[config.mk]
export PLATFORM = sky130hd
export DESIGN_NAME = generic_fifo
export DESIGN_NICKNAME = d
export VERILOG_FILES = /design/src/rtl/utils_pkg.sv /design/src/rtl/fifo_ptr.sv /design/src/rtl/generic_fifo.sv
export SDC_FILE = /design/constraint.sdc
export NUM_CORES = 2
export LEC_CHECK = 0
export CORE_MARGIN = 1
export CORE_UTILIZATION = 35
export CTS_BUF_LIST = sky130_fd_sc_hd__clkbuf_8
export DETAILED_ROUTE_END_ITERATION = 10
export MAX_ROUTING_LAYER = met4
export SETUP_SLACK_MARGIN = 0.15
export SLEW_MARGIN = 20
export SYNTH_ARGS = -nofsm -noshare
export SYNTH_HDL_FRONTEND = slang
export SYNTH_SLANG_ARGS = --single-unit
[constraint.sdc]
create_clock -name aclk -period 3.12 [get_ports aclk]
set_clock_uncertainty 0.1 [all_clocks]
set_input_delay 0.468 -clock aclk [delete_from_list [all_inputs] [get_ports aclk]]
set_output_delay 0.468 -clock aclk [all_outputs]
set_load 0.01 [all_outputs]
[src/rtl/utils_pkg.sv]
// utils_pkg: packet and state types shared by the packet buffer stages.
package utils_pkg;

    typedef enum logic [2:0] {
        ST_IDLE = 3'd0,
        ST_HDR  = 3'd1,
        ST_DATA = 3'd2,
        ST_ERR  = 3'd3,
        ST_DONE = 3'd4
    } state_t;

    typedef struct packed {
        logic [7:0]  header;
        logic [3:0]  opcode;
        logic [63:0] data;
        logic [3:0]  error;
        state_t      m_state;
    } packet_t;

endpackage

[src/rtl/fifo_ptr.sv]
// fifo_ptr: wrapping slot index 0..DEPTH-1 that steps on adv.
module fifo_ptr #(
    parameter int DEPTH      = 16,
    parameter int COUNT_SIZE = (DEPTH <= 1) ? 1 : $clog2(DEPTH)
) (
    input  logic                  aclk,
    input  logic                  resetn,
    input  logic                  adv,
    output logic [COUNT_SIZE-1:0] ptr
);

    always_ff @(posedge aclk or negedge resetn) begin
        if (!resetn)
            ptr <= '0;
        else if (adv)
            ptr <= (ptr == COUNT_SIZE'(DEPTH - 1)) ? '0 : ptr + 1'b1;
    end

endmodule

[src/rtl/generic_fifo.sv]
// generic_fifo: single-clock show-ahead FIFO of packet_t entries.
// Define GENERIC_FIFO_ASSERT_EN to compile in overflow/underflow/flag checks.
module generic_fifo
    import utils_pkg::*;
#(
    parameter int DEPTH      = 16,
    parameter int COUNT_SIZE = (DEPTH <= 1) ? 1 : $clog2(DEPTH)
) (
    input  logic                  aclk,
    input  logic                  resetn,
    input  logic                  push,
    input  logic                  pop,
    output logic [COUNT_SIZE-1:0] wr_ptr,
    output logic [COUNT_SIZE-1:0] rd_ptr,
    output logic                  full,
    output logic                  empty,
    input  packet_t               data_in,
    output packet_t               data_out
);

    packet_t               mem [DEPTH];
    logic [COUNT_SIZE:0]   count;
    logic                  do_push;
    logic                  do_pop;

    assign empty    = (count == '0);
    assign full     = (count == (COUNT_SIZE + 1)'(DEPTH));
    // a pop on the same edge frees the head slot, so a full FIFO may still accept
    assign do_push  = push && (!full || pop);
    assign do_pop   = pop && !empty;
    assign data_out = mem[rd_ptr];

    fifo_ptr #(.DEPTH(DEPTH), .COUNT_SIZE(COUNT_SIZE)) u_wr_ptr (
        .aclk   (aclk),
        .resetn (resetn),
        .adv    (do_push),
        .ptr    (wr_ptr)
    );

    fifo_ptr #(.DEPTH(DEPTH), .COUNT_SIZE(COUNT_SIZE)) u_rd_ptr (
        .aclk   (aclk),
        .resetn (resetn),
        .adv    (do_pop),
        .ptr    (rd_ptr)
    );

    always_ff @(posedge aclk or negedge resetn) begin
        if (!resetn)
            count <= '0;
        else if (do_push != do_pop)
            count <= do_push ? count + 1'b1 : count - 1'b1;
    end

    always_ff @(posedge aclk or negedge resetn) begin
        if (!resetn) begin
            for (int i = 0; i < DEPTH; i++)
                mem[i] <= '0;
        end else if (do_push) begin
            mem[wr_ptr] <= data_in;
        end
    end

`ifdef GENERIC_FIFO_ASSERT_EN
    a_overflow: assert property (@(posedge aclk) disable iff (!resetn) !(push && full && !pop))
        else $error("generic_fifo overflow");
    a_underflow: assert property (@(posedge aclk) disable iff (!resetn) !(pop && empty))
        else $error("generic_fifo underflow");
    a_flags: assert property (@(posedge aclk) disable iff (!resetn) !(full && empty))
        else $error("generic_fifo full and empty together");
    a_count: assert property (@(posedge aclk) disable iff (!resetn) count <= (COUNT_SIZE + 1)'(DEPTH))
        else $error("generic_fifo count out of range");
`else
`endif

endmodule

Word-level counts from Yosys, hierarchy flattened
Index checks and enable logic that the tools add are counted.
{ "word_totals": {"output_inout_bits": 93, "regBits": 1341} }
{ "classes": {"n_lt_le_gt_ge": 3, "add_sub_neg": 4, "mux": 9, "n_eq_ne": 4, "n_reduce_logical": 7, "n_bitwise": 2} }
{ "ops": {"columns": ["op", "n"], "rows": [
  ["$bwmux W1328", 1],
  ["$bmux W83 S4", 1],
  ["$demux W83 S4", 1],
  ["$mux W83", 3],
  ["$ge A5 B5 Y1 const B", 2],
  ["$not A4 Y5", 2],
  ["$add A4 B1 Y4 const B", 2],
  ["$eq A4 B4 Y1 const B", 2],
  ["$mux W4", 2],
  ["$add A5 B1 Y5 const B", 1],
  ["$eq A5 B5 Y1 const B", 1],
  ["$logic_not A5 Y1", 1],
  ["$lt A5 B1 Y1 const B", 1],
  ["$mux W5", 1],
  ["$sub A5 B1 Y5 const B", 1],
  ["$logic_and A1 B1 Y1", 3],
  ["$logic_not A1 Y1", 2],
  ["$logic_or A1 B1 Y1", 1],
  ["$ne A1 B1 Y1", 1]
]} }

Depth between registers and ports, before layout
{ "depth": {"depth_word": 6, "mapped_depth": 8, "ltp_nobuf": 8} }

Cells and area by module
A second synthesis with hierarchy kept.
{ "hier_totals": {"cells_unflattened": 3681, "area_unflattened_um2": 60568.1} }
{ "by_module_without_submodules": {"columns": ["mod", "area_each_um2", "n_inst", "cells_per_inst"], "rows": [
  ["generic_fifo", 60207.7, 1, 3647],
  ["fifo_ptr", 180.2, 2, 17]
]} }

Worst setup path after synthesis
OpenSTA, ideal clock, no wires.
{ "synth_path": {"path_type": "input to register", "from": "input port push", "to": "register count[4]", "t_required_ns": 2.891, "t_arrival_ns": 2.374, "setup_ns": 0.129, "path_buffers": 2, "path_slack_ns": 0.517, "cell_stages": 8, "cell_sequence": "clkbuf_1 buf_1 nand2_1 fa_1 a21o_1 a21oi_1 mux2i_1 o22ai_1"} }
{ "synth_via": {"elab_chain_len": 2} }
{ "synth_rtl": {"columns": ["item", "line", "text"], "rows": [
  ["from (decl)", "generic_fifo.sv:11", "input logic push,"],
  ["$logic_and A1 B1 Y1 *", "generic_fifo.sv:29", "assign do_push = push && (!full || pop);"],
  ["$mux W5 / $ne A1 B1 Y1 (equally long branches)", "generic_fifo.sv:51, generic_fifo.sv:50", null],
  ["to (signal assigned)", "generic_fifo.sv:51", "count <= do_push ? count + 1'b1 : count - 1'b1;"],
  ["to (decl)", "generic_fifo.sv:22", "logic [COUNT_SIZE:0] count;"]
]} }
Mark *: on every way between the ends. The rest lies on a longest branch, timed or not.
A chain may end at the register's enable or synchronous reset.

==> metrics.cfg <==
[critical_path]
crit_start=u_rd_ptr.ptr[0]
cpPeakStageDelay_ps=520
reg2reg_depth=8
cp-endpoint=data_out[37]
r2r-end=count[4]
cp.depth=10
cpMaxStageDelayCell=dfrtp_4
start_kind=flop
crit_type=reg -> out
path_cells=buf_8 > buf_16 > buf_6 > buf_6 > buf_6 > mux4_2 > a22oi_2 > buf_4 > nand2_4 > buf_6
worstPathRequired_ps=2550
critPathBufInv=7
worstPathArrival_ps=3090
r2r_start=count[0]
path_max_fanout=5
reg2reg_slack_ps=440
end_kind=output port
cpLargestDelayFamily=buffers and inverters
crit_path_frequent_cell=buf_6

[drt]
drt_wl_total_um=165000
wl_met3_um=6340
drtIter0Drc=1947
viasPerCell=5.32
dr.max_layer_used=met4
met2WireLength_um=79900
wl_per_cell_um=25.3
met1Wirelength_um=73900
dr.pass1.iters=5
vias=34644
final_antenna_net_count=0
drc_errors=0

[pwr]
seq_power_share_pct=36.2
ir_drop_v=0.000606
swShare_pct=32.5
pwr-share-comb_pct=44.4
leakage_uw=0.0321
total_power_uw=81600
power_frac_clock_pct=19.4
p_int_uw=55100
power.switching_uw=26500
p_per_area_nw_per_um2=1110

[floorplanning]
ios=180
fp.dieH_um=416
start_util_pct=35.3
rows=151
core-area_um2=170000
die-area_um2=173000
die_x_um=416

[cts]
cts-htree-levels=4
cts_buffer_depth=3
cts_buffers=220
clock-sinks=1341
cts_tree=yes
root_buffer=clkbuf_8
worstSkewPairLatency_ps=970
clk_pin_slew_worst_paths_ps=70

[synthesis]
synth.area.top_cells=dfrtp_1, mux2_2, mux4_2, a22oi_1, mux2_1
yosys.area.top_type=dfrtp_1
synth-seq-area-share_pct=56.0
synth.most_common_cell=dfrtp_1
ys.warnings.count=0
synth_top_family_by_area=multiplexers
synthFlopType=dfrtp_1
syn_avg_cell_area_um2=16.2
synthTopCellsByCount=dfrtp_1, mux2_2, mux4_2
synth_cell_types=41
ys_seq_elements=1341
yosysTopAreaCellShare_pct=56.0
synthXorXnorAreaFrac_pct=0.0731
synth_compound_area_share_pct=2.38
synth-simple-area-share_pct=1.02
synthCells=3705
synth-edff-count=0
async_flop_share_pct=100
synthMuxAreaShare_pct=37.6
synthesis.area_um2=59900
synth_adder_area_share_pct=0.200
syn-num-nets=3801

[worst_hold_path]
hold_path_class=in -> async

[timing]
fmax_mhz=273
finalCritPeriodShare_pct=117
final.min_clock_period_ps=3660
final_hold_viol_count=0
rsz0062_at_grt=true
relSlewSlack_pct=50.1
setup_ws_ps=-536
setup_violations=83
slew_violations=0
tightest_slew_ps=748

[placement]
pre_cts_ws_ps=39.8
place_inst=5944
place.gp.congestion=0.754
placement.io_buffers=179
dp_hpwl_um=90400

[layout]
syn2layout_area_growth_pct=22.9
final_core_util_pct=43.4
fill_cells=15165
fin_cells=6513
drive_above_1_share_pct=60.0
finalNetCount=4186
seqCellArea_um2=33600
multiInputGateArea_um2=25800

[global_route]
grt_pass1_wl_um=252000
grt.total_usage_pct=20.0
grt_pass1_vias=37634
grt_max_degree=98
antenna_found_initial=23
overflow=0

[status]
violations=setup timing
outcome=complete, but fails checks

[job]
drv_cap=0

worst reg2reg max path: cells and delay by family (launching register included):
family	cells	cell delay, ps
AND/OR/NAND/NOR	3	850
multiplexers	1	230
AO/OA/AOI/OAI	3	610
flip-flops	1	460
adder cells (fa/ha/maj)	1	290
final cells by class:
class	count	area share, %
Clock inverter	119	0.846
Tap cell	2218	3.77
Clock buffer	290	5.42
Multi-Input combinational cell	2017	35.0
Timing Repair Buffer	506	9.31
Sequential cell	1341	45.6
Antenna cell	18	0.0612
Inverter	4	0.0204
registers in the layout (all words and copies together), names as in the netlist:
register and cells:
mem 1328, u_rd_ptr.ptr 4, count 5, u_wr_ptr.ptr 4
metal layers:
metal	global-route usage, %	up-vias
met5	-	-
met4	6.70	0
met3	3.72	285
met2	31.0	650
met1	26.4	18934
li1	-	14775
placed cells by master (no fill, tap or decap), drive strengths merged, types with 4 or more instances in the layout:
master,netlist,routed
inv,4,99
diode,0,18
mux2,1331,1331
o21ai,5,5
dfrtp,1341,1341
nor2b,6,6
ha,8,8
a21o,4,4
a22oi,166,166
clkdlybuf4s50,0,92
nand4,4,4
mux2i,5,5
nor2,17,17
nand3,10,10
clkinvlp,0,4
a21oi,4,4
nand2,97,97
buf,189,409
clkbuf,154,292
mux4,332,332
clkinv,0,18
what timing repair did:
action / in CTS / in global routing
cloned: 29 / 0
gates resized for setup: 648 / 119
pin swaps: 129 / 116
hold buffers: 2 / 0
setup buffers: 88 / 24
endpoints found under the setup margin: 86 / 84
hold endpoints to repair: 1106 / 0
kinds of logic after synthesis:
| logic type | count (synthesis) |
|---|---|
| mux | 1668 |
| xor+xnor | 5 |
| simple gates | 143 |
| compound gates | 192 |
| flops | 1341 |
| buf+inv | 347 |
| fa+ha+maj | 9 |
power by group through the flow:
stage	Clock, uW	Combinational [uW]	Sequential, uW
final	15900	36200	29500
after global routing	17100	38500	30600
after CTS	16300	35500	29500
after detailed placement	0	31100	29800
after global placement	0	30700	29500
after floorplan	0	20700	28300
stage by stage:
step	instance area [um^2]	hold WS, ps	TNS (ps)
floorplan	59900	72.4	0
detailed placement	65700	371	0
CTS	72900	0.598	-42030
global route	73600	47.9	-44610
finish	73600	67.5	-34560
global placement	65700	362	0
how the worst min path moves through the flow:
| stage | from | end | slack, ps | cells past startpoint |
|---|---|---|---|---|
| detailed placement | mem[1248] | mem[1248] | 370 | 1 |
| global route | resetn | mem[238] | 50 | 2 |
| CTS | resetn | mem[238] | 0.6 | 2 |
| floorplan | resetn | count[0] | 70 | 0 |
| global placement | mem[1250] | mem[1250] | 360 | 1 |
| finish | resetn | mem[810] | 70 | 2 |
No activity file was read; power rests on OpenSTA's default activity.
